[config.mk]
export PLATFORM = sky130hd
export DESIGN_NAME = shader_input_arbiter_flat
export DESIGN_NICKNAME = d
export VERILOG_FILES = /design/src/rtl/shader_input_arbiter_pkg.sv /design/src/rtl/shader_input_arbiter_if.sv /design/src/rtl/shader_chan_fifo.sv /design/src/rtl/shader_input_arbiter.sv /design/src/flat_wrapper.sv
export SDC_FILE = /design/constraint.sdc
export NUM_CORES = 2
export LEC_CHECK = 0
export BUFFER_PORTS_ARGS = -buffer_cell sky130_fd_sc_hd__buf_2
export CORE_AREA = 10 10 424 591
export DETAILED_ROUTE_END_ITERATION = 6
export DIE_AREA = 0 0 434 601
export PLACE_DENSITY = 0.6
export SYNTH_ARGS = -nofsm -noshare
export SYNTH_HDL_FRONTEND = slang
export SYNTH_SLANG_ARGS = --single-unit
[constraint.sdc]
create_clock -name clk -period 13.03 [get_ports clk]
set_clock_uncertainty 0.05 [all_clocks]
set_input_delay 0.6515 -clock clk [delete_from_list [all_inputs] [get_ports clk]]
set_output_delay 0.6515 -clock clk [all_outputs]
set_load 0.01 [all_outputs]
[src/rtl/shader_input_arbiter_pkg.sv]
// Shared types and constants for the shader input arbiter.
// The default channel count, payload width and FIFO depth live here.
package shader_input_arbiter_pkg;

  localparam int unsigned SHADER_NUM_CH = 5;
  localparam int unsigned SHADER_WIDTH  = 128;
  localparam int unsigned SHADER_DEPTH  = 4;

  // An occupancy field must be able to hold the value DEPTH itself.
  function automatic int unsigned occ_width(input int unsigned depth);
    return $clog2(depth) + 1;
  endfunction

  localparam int unsigned SHADER_OCC_W = occ_width(SHADER_DEPTH);

  typedef logic [SHADER_WIDTH-1:0]           shader_req_t;
  typedef logic [$clog2(SHADER_NUM_CH)-1:0]  chan_id_t;

endpackage

[src/rtl/shader_input_arbiter_if.sv]
// Merged request bus. The pipeline side drives the requests and the shader stall;
// the arbiter drives the back-pressure, the merged output and the occupancy.
interface shader_input_arbiter_if
  import shader_input_arbiter_pkg::*;
#(
  parameter int unsigned NUM_CH = SHADER_NUM_CH,
  parameter int unsigned WIDTH  = SHADER_WIDTH,
  parameter int unsigned DEPTH  = SHADER_DEPTH
);
  localparam int unsigned CH_W  = $clog2(NUM_CH);
  localparam int unsigned OCC_W = occ_width(DEPTH);

  logic [NUM_CH-1:0]       in_valid;
  logic [NUM_CH*WIDTH-1:0] in_data;
  logic [NUM_CH-1:0]       in_stall;
  logic                    out_valid;
  logic [WIDTH-1:0]        out_data;
  logic [CH_W-1:0]         out_ch;
  logic                    out_stall;
  logic [NUM_CH*OCC_W-1:0] occ;

  modport master (
    output in_valid, in_data, out_stall,
    input  in_stall, out_valid, out_data, out_ch, occ
  );

  modport slave (
    input  in_valid, in_data, out_stall,
    output in_stall, out_valid, out_data, out_ch, occ
  );

endinterface

[src/rtl/shader_chan_fifo.sv]
// Per-channel first-word-fall-through FIFO; rd_data always shows the head entry.
// Pointers wrap naturally because DEPTH is a power of two.
module shader_chan_fifo
  import shader_input_arbiter_pkg::*;
#(
  parameter int unsigned WIDTH = SHADER_WIDTH,
  parameter int unsigned DEPTH = SHADER_DEPTH
) (
  input  logic                   clk,
  input  logic                   rst,
  input  logic                   wr_en,
  input  logic [WIDTH-1:0]       wr_data,
  input  logic                   rd_en,
  output logic [WIDTH-1:0]       rd_data,
  output logic                   full,
  output logic                   empty,
  output logic [$clog2(DEPTH):0] count
);
  localparam int unsigned PTR_W = $clog2(DEPTH);
  localparam logic [PTR_W:0] FULL_CNT = (PTR_W + 1)'(DEPTH);

  logic [WIDTH-1:0] r_mem [DEPTH];
  logic [PTR_W-1:0] r_wr_ptr;
  logic [PTR_W-1:0] r_rd_ptr;
  logic [PTR_W:0]   r_count;
  logic             w_wr;
  logic             w_rd;

  assign full    = (r_count == FULL_CNT);
  assign empty   = (r_count == '0);
  assign count   = r_count;
  assign rd_data = r_mem[r_rd_ptr];
  assign w_wr    = wr_en && !full;
  assign w_rd    = rd_en && !empty;

  always_ff @(posedge clk) begin
    if (rst) begin
      r_wr_ptr <= '0;
      r_rd_ptr <= '0;
      r_count  <= '0;
    end else begin
      if (w_wr) r_wr_ptr <= r_wr_ptr + PTR_W'(1);
      if (w_rd) r_rd_ptr <= r_rd_ptr + PTR_W'(1);
      case ({w_wr, w_rd})
        2'b10:   r_count <= r_count + (PTR_W + 1)'(1);
        2'b01:   r_count <= r_count - (PTR_W + 1)'(1);
        default: r_count <= r_count;
      endcase
    end
  end

  // Storage needs no reset: the pointers alone define which entries are live.
  always_ff @(posedge clk) begin
    if (w_wr) r_mem[r_wr_ptr] <= wr_data;
  end

endmodule

[src/rtl/shader_input_arbiter.sv]
// N-channel shader front end: per-channel FIFOs drained by a round-robin or
// fixed-priority arbiter into one registered output tagged with its source channel.
module shader_input_arbiter
  import shader_input_arbiter_pkg::*;
#(
  parameter int unsigned NUM_CH = SHADER_NUM_CH,
  parameter int unsigned WIDTH  = SHADER_WIDTH,
  parameter int unsigned DEPTH  = SHADER_DEPTH,
  parameter int unsigned RR_EN  = 1
) (
  input logic                   clk,
  input logic                   rst,
  shader_input_arbiter_if.slave bus
);
  localparam int unsigned CH_W  = $clog2(NUM_CH);
  localparam int unsigned OCC_W = occ_width(DEPTH);

  logic [WIDTH-1:0]  w_rd_data [NUM_CH];
  logic [OCC_W-1:0]  w_count   [NUM_CH];
  logic              w_full    [NUM_CH];
  logic              w_empty   [NUM_CH];
  logic [NUM_CH-1:0] w_pop;
  logic [CH_W-1:0]   w_grant;
  logic [CH_W-1:0]   w_idx;
  logic              w_found;
  logic              w_load;

  logic              r_out_valid;
  logic [WIDTH-1:0]  r_out_data;
  logic [CH_W-1:0]   r_out_ch;
  logic [CH_W-1:0]   r_last_grant;

  for (genvar gi = 0; gi < NUM_CH; gi++) begin : g_chan
    shader_chan_fifo #(
      .WIDTH (WIDTH),
      .DEPTH (DEPTH)
    ) u_fifo (
      .clk     (clk),
      .rst     (rst),
      .wr_en   (bus.in_valid[gi]),
      .wr_data (bus.in_data[gi*WIDTH +: WIDTH]),
      .rd_en   (w_pop[gi]),
      .rd_data (w_rd_data[gi]),
      .full    (w_full[gi]),
      .empty   (w_empty[gi]),
      .count   (w_count[gi])
    );
  end

  // Round-robin starts searching just after the last winner; fixed priority from 0.
  always_comb begin
    w_found = 1'b0;
    w_grant = '0;
    w_idx   = '0;
    for (int unsigned k = 0; k < NUM_CH; k++) begin
      if (RR_EN != 0) w_idx = CH_W'((32'(r_last_grant) + 32'd1 + k) % NUM_CH);
      else            w_idx = CH_W'(k);
      if (!w_found && !w_empty[w_idx]) begin
        w_found = 1'b1;
        w_grant = w_idx;
      end
    end
  end

  always_comb begin
    w_load = w_found && (!r_out_valid || !bus.out_stall);
    w_pop  = '0;
    for (int unsigned i = 0; i < NUM_CH; i++) begin
      w_pop[i] = w_load && (w_grant == CH_W'(i));
    end
  end

  always_comb begin
    bus.in_stall = '0;
    bus.occ      = '0;
    for (int unsigned i = 0; i < NUM_CH; i++) begin
      bus.in_stall[i]              = w_full[i];
      bus.occ[i*OCC_W +: OCC_W]    = w_count[i];
    end
  end

  // A stalled, valid output holds everything, including the round-robin pointer.
  always_ff @(posedge clk) begin
    if (rst) begin
      r_out_valid  <= 1'b0;
      r_out_data   <= '0;
      r_out_ch     <= '0;
      r_last_grant <= CH_W'(NUM_CH - 1);
    end else if (!r_out_valid || !bus.out_stall) begin
      r_out_valid <= w_found;
      if (w_found) begin
        r_out_data   <= w_rd_data[w_grant];
        r_out_ch     <= w_grant;
        r_last_grant <= w_grant;
      end
    end
  end

  assign bus.out_valid = r_out_valid;
  assign bus.out_data  = r_out_data;
  assign bus.out_ch    = r_out_ch;

endmodule
[src/flat_wrapper.sv]
// flat-port wrapper written by rule: the top's interface ports become plain ports
module shader_input_arbiter_flat import shader_input_arbiter_pkg::*;
#(
  parameter int unsigned NUM_CH = SHADER_NUM_CH,
  parameter int unsigned WIDTH  = SHADER_WIDTH,
  parameter int unsigned DEPTH  = SHADER_DEPTH,
  parameter int unsigned RR_EN  = 1
)
  (clk, rst, bus_in_valid, bus_in_data, bus_out_stall, bus_in_stall, bus_out_valid, bus_out_data, bus_out_ch, bus_occ);
  shader_input_arbiter_if #(.NUM_CH(NUM_CH), .WIDTH(WIDTH), .DEPTH(DEPTH)) bus_i ();
  input logic clk;
  input logic rst;
  input wire logic [$bits(bus_i.in_valid)-1:0] bus_in_valid;
  input wire logic [$bits(bus_i.in_data)-1:0] bus_in_data;
  input wire logic [$bits(bus_i.out_stall)-1:0] bus_out_stall;
  output wire logic [$bits(bus_i.in_stall)-1:0] bus_in_stall;
  output wire logic [$bits(bus_i.out_valid)-1:0] bus_out_valid;
  output wire logic [$bits(bus_i.out_data)-1:0] bus_out_data;
  output wire logic [$bits(bus_i.out_ch)-1:0] bus_out_ch;
  output wire logic [$bits(bus_i.occ)-1:0] bus_occ;
  assign bus_i.in_valid = bus_in_valid;
  assign bus_i.in_data = bus_in_data;
  assign bus_i.out_stall = bus_out_stall;
  assign bus_in_stall = bus_i.in_stall;
  assign bus_out_valid = bus_i.out_valid;
  assign bus_out_data = bus_i.out_data;
  assign bus_out_ch = bus_i.out_ch;
  assign bus_occ = bus_i.occ;
  shader_input_arbiter #(.NUM_CH(NUM_CH), .WIDTH(WIDTH), .DEPTH(DEPTH), .RR_EN(RR_EN)) u_core (.clk(clk), .rst(rst), .bus(bus_i));
endmodule
---- After elaboration in Yosys (flattened, before gate mapping) ----
Memory sizes are Yosys's and may differ from the RTL's. A register that Yosys moved wholly into a read port is not among the register bits.
Cells that the tools add are included.
W data, S select, Z words.
storage, ports and cells
  input port bits ......................... 648
  register bits after elaboration ......... 170
  memory bits (writable) .................. 2560
  memories kept ........................... 5
  word-level logic and storage cells ...... 190
memory list
  memory                         depth  width  rd ports  clocked after memory_dff  wr ports  RTL line                RTL
  u_core.g_chan[0].u_fifo.r_mem  4      128    1         1                         1         shader_chan_fifo.sv:22  logic [WIDTH-1:0] r_mem [DEPTH];
  u_core.g_chan[1].u_fifo.r_mem  4      128    1         1                         1         shader_chan_fifo.sv:22
  u_core.g_chan[2].u_fifo.r_mem  4      128    1         1                         1         shader_chan_fifo.sv:22
  u_core.g_chan[3].u_fifo.r_mem  4      128    1         1                         1         shader_chan_fifo.sv:22
  u_core.g_chan[4].u_fifo.r_mem  4      128    1         1                         1         shader_chan_fifo.sv:22
operators by class
  equality and inequality tests ........... 19
  bitwise operators ....................... 6
  order comparisons ....................... 6
  $add $sub $neg .......................... 25
  multiplexer cells ....................... 53
  reductions and logical operators ........ 52
  div/mod/pow operators ................... 5
operators with widths
  cell                     number
  $bmux W128 S3            1
  $mux W128                2
  $mod A32 B3 Y32 const B  5
  $add A32 B2 Y32 const B  2
  $add A32 B1 Y32 const B  1
  $add A32 B3 Y32 const B  1
  $pmux W3 S2              5
  $mux W1                  25
  $ge A4 B4 Y1 const B     6
  $not A3 Y4               6
  $add A2 B1 Y2 const B    10
  $logic_and A1 B1 Y1      20
  $mux W2                  10
  $logic_not A1 Y1         19
  $eq A3 B3 Y1 const B     6
  $logic_not A3 Y1         6
  $add A3 B1 Y3 const B    5
  $bmux W1 S3              5
  $mux W3                  5
  $sub A3 B1 Y3 const B    5
  $eq A2 B1 Y1 const B     5
  $eq A2 B2 Y1 const B     5
  $reduce_bool A2 Y1       5
  $eq A3 B2 Y1 const B     2
  4 further kinds          4

---- Logic depth before layout (Yosys ltp) ----
  word-level depth ........................ 24
  mapped depth ............................ 37
  depth with buffers taken out ............ 32

---- Modules after synthesis ----
A second synthesis with hierarchy kept.
unflattened totals
  cells, all modules ...................... 5645
  area, all modules ....................... 111111.6 µm²
by module, submodules not included
  module                sequential area each (µm²)  area an instance (µm²)  times used  cells each
  shader_chan_fifo      15554.9                     19042.0                 5           722
  shader_input_arbiter  2662.6                      15901.5                 1           2035

---- Worst setup path before layout ----
No wires, ideal clock.
  kind .................................... register -> register
  start ................................... register u_core.r_last_grant[0]
  end ..................................... register u_core.g_chan[0].u_fifo.r_count[2]
  period minus slack after synthesis ...... 9.180 ns
  path slack .............................. 3.850 ns
  stages on the path, launching flop included .. 36
  path buffers ............................ 4
  arrival ................................. 9.060 ns
  cells stage by stage .................... dfxtp_1 buf_2 buf_1 clkinv_1 ha_1 clkbuf_1 inv_1 clkbuf_1 ha_1 o21ba_2 nor3_2 ha_1 o41ai_2 a21oi_1 or2_2 ha_1 nor2_1 nand2_1 mux2i_1 o31ai_1 xnor2_1 ha_1 mux4_2 nand2b_1 a21oi_1 a211oi_4 or4b_1 a311oi_2 o211ai_1 nor3_1 ha_1 inv_1 fa_1 xor2_1 or3_1 a21oi_1
on the way
  cells in the longest elaborated chain, start to end .. 24
  elaborated cells between the ends (all ways) .. 59
RTL lines
  item                                                     RTL line                                                RTL
  start: declaration                                       shader_input_arbiter.sv:31                              logic [CH_W-1:0] r_last_grant;
  start signal: assignment                                 shader_input_arbiter.sv:88                              r_last_grant <= CH_W'(NUM_CH - 1);
  start signal: assignment                                 shader_input_arbiter.sv:94                              r_last_grant <= w_grant;
  $add A3 B1 Y4 *                                          shader_input_arbiter.sv:56                              if (RR_EN != 0) w_idx = CH_W'((32'(r_last_grant) + 32'd1 + k) % NUM_CH);
  $add A32 B1 Y32                                          shader_input_arbiter.sv:56
  $mod A32 B3 Y32                                          shader_input_arbiter.sv:56
  $not A3 Y4 (implied by the code)                         shader_input_arbiter.sv:58                              if (!w_found && !w_empty[w_idx]) begin
  $bmux W1 S3                                              shader_input_arbiter.sv:58
  $mux W1 (implied by the code) (2 in a row)               shader_input_arbiter.sv:58
  $logic_not A1 Y1                                         shader_input_arbiter.sv:58
  $logic_and A1 B1 Y1                                      shader_input_arbiter.sv:58
  (+8 left out)                                            -
  $logic_and A1 B1 Y1                                      shader_input_arbiter.sv:58
  $mux W3 or $mux W1 (tied branches)                       shader_input_arbiter.sv:58
  $logic_not A3 Y1 or $logic_and A1 B1 Y1 (tied branches)  shader_input_arbiter.sv:69, shader_input_arbiter.sv:66
  $logic_and A1 B1 Y1 *                                    shader_input_arbiter.sv:69                              w_pop[i] = w_load && (w_grant == CH_W'(i));
  $logic_and A1 B1 Y1 *                                    shader_chan_fifo.sv:34                                  assign w_rd = rd_en && !empty;
  via u_core.g_chan[0].u_fifo.w_rd                         shader_chan_fifo.sv:27                                  logic w_rd;
  $eq A2 B1 Y1 or $eq A2 B2 Y1 (tied branches)             shader_chan_fifo.sv:44                                  case ({w_wr, w_rd})
  $pmux W3 S2 or $reduce_bool A2 Y1 (tied branches)        -
  end signal: assignment                                   shader_chan_fifo.sv:45                                  2'b10: r_count <= r_count + (PTR_W + 1)'(1);
  end signal: assignment                                   shader_chan_fifo.sv:46                                  2'b01: r_count <= r_count - (PTR_W + 1)'(1);
  end signal: assignment                                   shader_chan_fifo.sv:47                                  default: r_count <= r_count;
  end: declaration                                         shader_chan_fifo.sv:25                                  logic [PTR_W:0] r_count;
Mark *: on every way through the listed nets, which the timed path passes. The rest lies on a longest branch. The select of a mux whose other input is x is not followed.
A chain may end at the register's enable or synchronous reset.

---- Worst setup path in the final report ----
  start ................................... register u_core.r_last_grant[0]
  end ..................................... register u_core.r_out_data[90], in the netlist u_core.bus.out_data[90]
on the way
  cells in the longest elaborated chain, start to end .. 23
  elaborated cells between the ends (all ways) .. 56
RTL lines
  item                                          RTL line                    RTL
  $add A3 B1 Y4 *                               shader_input_arbiter.sv:56
  $add A32 B1 Y32                               shader_input_arbiter.sv:56
  $mod A32 B3 Y32                               shader_input_arbiter.sv:56
  $not A3 Y4 (implied by the code)              shader_input_arbiter.sv:58
  $bmux W1 S3                                   shader_input_arbiter.sv:58
  $mux W1 (implied by the code) (2 in a row)    shader_input_arbiter.sv:58
  $logic_not A1 Y1                              shader_input_arbiter.sv:58
  $logic_and A1 B1 Y1                           shader_input_arbiter.sv:58
  (+5 left out)                                 -
  $logic_and A1 B1 Y1                           shader_input_arbiter.sv:58
  $mux W1                                       shader_input_arbiter.sv:58
  $logic_not A1 Y1                              shader_input_arbiter.sv:58
  $logic_and A1 B1 Y1                           shader_input_arbiter.sv:58
  $mux W3                                       shader_input_arbiter.sv:58
  $not A3 Y4 (implied by the code)              shader_input_arbiter.sv:92  r_out_data <= w_rd_data[w_grant];
  $bmux W128 S3                                 shader_input_arbiter.sv:92
  $mux W128 (implied by the code) (2 in a row)  shader_input_arbiter.sv:92
  end signal: assignment                        shader_input_arbiter.sv:92
  end: declaration                              shader_input_arbiter.sv:29  logic [WIDTH-1:0] r_out_data;
Mark *: on every way between the ends. The rest lies on a longest branch, timed or not. The select of a mux whose other input is x is not followed.

==> impl_metrics.py <==
metrics = {
    "synth": {
        "synth_area_per_cell_sq_um": 20.6,
        "synth_edf_count": 2560,
        "async_reset_ff_share_pct": 0,
        "synthCells": 5205,
        "synth.ff_latch_count": 2738,
        "yosysTopAreaCell": "edfxtp_1",
        "synth_flop_cell": "edfxtp_1",
        "synth.area.top_cells": "edfxtp_1 72%, mux4_2 13%, mux2i_1 3.8%, dfxtp_1 3.3%, a21o_1 0.93%",
        "synth_cell_type_count": 93,
        "syn-num-nets": 5924,
        "syn-cell-area_sq_um": 107000,
        "yosysSeqAreaShare_pct": 75.2,
        "yosys.area.top_type_share_pct": 71.8,
        "ys_warn_count": 0,
    },
    "grt": {
        "grt_use_met3_pct": 5.19,
        "busiest_layer": "met2",
        "grt_antenna_before_repair": 115,
        "gr-usage-all-layers_pct": 23.8,
        "grt_max_degree": 99,
        "grt_pass1_vias": 61500,
        "gr-usage-met2_pct": 41.5,
        "grtUsageMet1_pct": 29.8,
        "grt_pass1_wl_um": 448000,
        "grt_overflow_total": 0,
    },
    "timing": {
        "hold_viol_final": 0,
        "finalSetupViolCount": 0,
        "grt_setup_unrepaired": "false",
        "max_freq_ghz": 0.0967,
        "finalCritPeriodShare_pct": 79.4,
        "slew_violations": 0,
        "layout_min_cycle_time_ns": 10.34,
        "worst_slew_pin_slew_ns": 1.20,
        "tns_ns": 0,
        "fin_hold_ws_ns": 0.0753,
        "max-slew-margin-rel_pct": 19.7,
    },
    "worst_setup_path": {
        "start_kind": "flip-flop",
        "critPathKind": "reg -> reg",
        "crit_required_ns": 13.74,
        "worstPathArrival_ns": 11.05,
        "slowest_stage": "or4_4",
        "crit_top_cell": "ha_1",
        "slowest_delay_ns": 0.97,
        "cp_max_fo": 50,
        "endpoint_kind": "flip-flop",
    },
    "placed_design": {
        "portBuffers": 799,
        "dp_hpwl_um": 200000,
        "place_congestion": 0.802,
        "dpl_cell_area_sq_um": 115000,
    },
    "finish": {
        "nets": 7481,
        "drive_gt1_share_pct": 28.5,
        "final_cell_mix": "2,560 x edfxtp_1, 799 x buf_2, 641 x mux4_2, 640 x dlygate4sd3_1, 402 x mux2i_1",
        "final_area_sq_um": 130000,
        "fillers": 18700,
        "utilization_pct": 54.2,
        "synthToLayoutAreaGrowth_pct": 21.3,
        "final_common_cell": "edfxtp_1",
    },
    "drt": {
        "drt-vias-per-instance": 5.70,
        "wl_per_cell_um": 31.0,
        "wl_um": 315000,
        "drt_iter0_markers": 5174,
        "drc": 0,
        "vias": 57900,
        "drt-pass1-iter-count": 5,
        "ant_nets": 0,
    },
    "clock_network": {
        "numCtsBuffers": 272,
        "clockBufferDepth": 4,
        "clock_latency_ns": 0.85,
        "cts_tree": "yes",
        "cts-root-buf": "clkbuf_16",
        "clock_sinks": 2738,
        "post_cts_buffers": 0,
        "path_clk_slew_ns": 0.06,
        "htreeDepth": 5,
    },
    "floorplan": {
        "rows": 213,
        "core_region_area_sq_um": 240000,
        "io_pins": 800,
        "die-height_um": 601,
        "die_w_um": 434,
        "initial_utilization_pct": 44.7,
        "die_area_sq_um": 261000,
    },
    "run": {
        "max_cap_viol_count": 0,
    },
    "pwr": {
        "leakage_uw": 0.0449,
        "power_density_nw_per_um2": 260,
        "ir_drop_mv": 0.865,
        "fin_total_pwr_uw": 33700,
    },
    "run_status": {
        "status": "completed",
    },
    "worst_hold_path": {
        "hp-class": "in -> reg",
    },
}
routing by layer:
layer / share of wire, % / up-vias
met4: 3.0 / 52
met1: 39 / 30700
met5: 0.095 / -
met2: 51 / 2186
met3: 7.0 / 556
li1: - / 24400
worst max-delay path: cells and delay by family, from the launching register on:
kind                       cells  cell delay (ns)
and+or+nand+nor                7             2.51
adders and majority gates      5             1.75
AOI/OAI and AO/OA             10             2.78
muxes                          2             0.50
DFF                            1             0.31
xor gates and xnor gates       1             0.43
buffers and inverters          4             1.80
sequential cells by signal, summed over array words and instances, names as in the netlist, named ones only:
signal                         count
u_core.bus.out_ch                  1
u_core.g_chan.u_fifo.count        15
u_core.r_last_grant                3
u_core.bus.out_data              128
u_core.bus.out_valid               1
u_core.g_chan.u_fifo.r_mem      2560
u_core.g_chan.u_fifo.r_wr_ptr     10
u_core.g_chan.u_fifo.r_rd_ptr     10
kinds of logic (layout without fill, tap and decap cells):
kind of cell / count (synthesis) / count (layout) / synth area share [%]
DFF: 2738 / 2738 / 75.2
and+or+nand+nor: 409 / 409 / 1.87
xor gates and xnor gates: 38 / 38 / 0.311
muxes: 1048 / 1048 / 17.3
AOI/OAI and AO/OA: 441 / 441 / 2.77
other: 0 / 75 / 0
buffers and inverters: 460 / 2224 / 1.72
adders and majority gates: 71 / 71 / 0.865
power breakdown:
group          internal (uW)  leakage [uW]  switching (uW)
registers              10800        0.0250             350
logic                   5950        0.0159            9090
clock network           4250       0.00410            3290
timing repair:
item | 4_1_cts | 5_1_grt
hold endpoints to repair | 2555 | 0
resized for setup | 0 | 0
hold buffers | 640 | 0
cell usage after synthesis (all sizes together) (6+ instances only):
cell type  count
nand4          8
buf           80
clkbuf       189
edfxtp      2560
o21ai        152
nor3          25
dfxtp        178
ha            66
or3           14
nand3         13
nor4b          6
xor2          12
inv          190
a211oi        12
o32ai          6
nand2        157
nand2b        20
mux2i        402
mux4         641
and3          14
nor2b         12
xnor2         26
a21o         132
nor2          87
a21oi         46
a31oi          7
and2          25
worst paths after layout:
path	startpoint	endpoint	slack (ns)	cells past startpoint
setup / recovery	u_core.r_last_grant[0]	u_core.bus.out_data[90]	2.69	29
hold / removal	rst	flip-flop	0.08	2
setup reg to reg	u_core.r_last_grant[0]	u_core.bus.out_data[90]	2.69	29
hold reg to reg	u_core.bus.out_data[78]	u_core.bus.out_data[78]	0.45	1
per-stage QoR:
step                      cells  setup WS (ns)
after floorplan            5205           3.85
after global routing      10100           2.05
after detailed placement   8965           2.88
after global placement     8965           3.14
final                     10200           2.69
after CTS                 10100           2.82
area by class of cell:
| type | count | area [sq um] | share of cell area [%] |
|---|---|---|---|
| multi-input cells | 2007 | 24800 | 19.1 |
| flip-flops and latches | 2738 | 80500 | 62.0 |
| diodes | 75 | 188 | 0.145 |
| well taps | 3117 | 3900 | 3.00 |
| clock buffers | 374 | 7500 | 5.78 |
| inverters | 191 | 717 | 0.552 |
| clock inverters | 107 | 900 | 0.693 |
| repair buffers | 1552 | 11300 | 8.71 |
No activity file was read; power rests on OpenSTA's default activity.
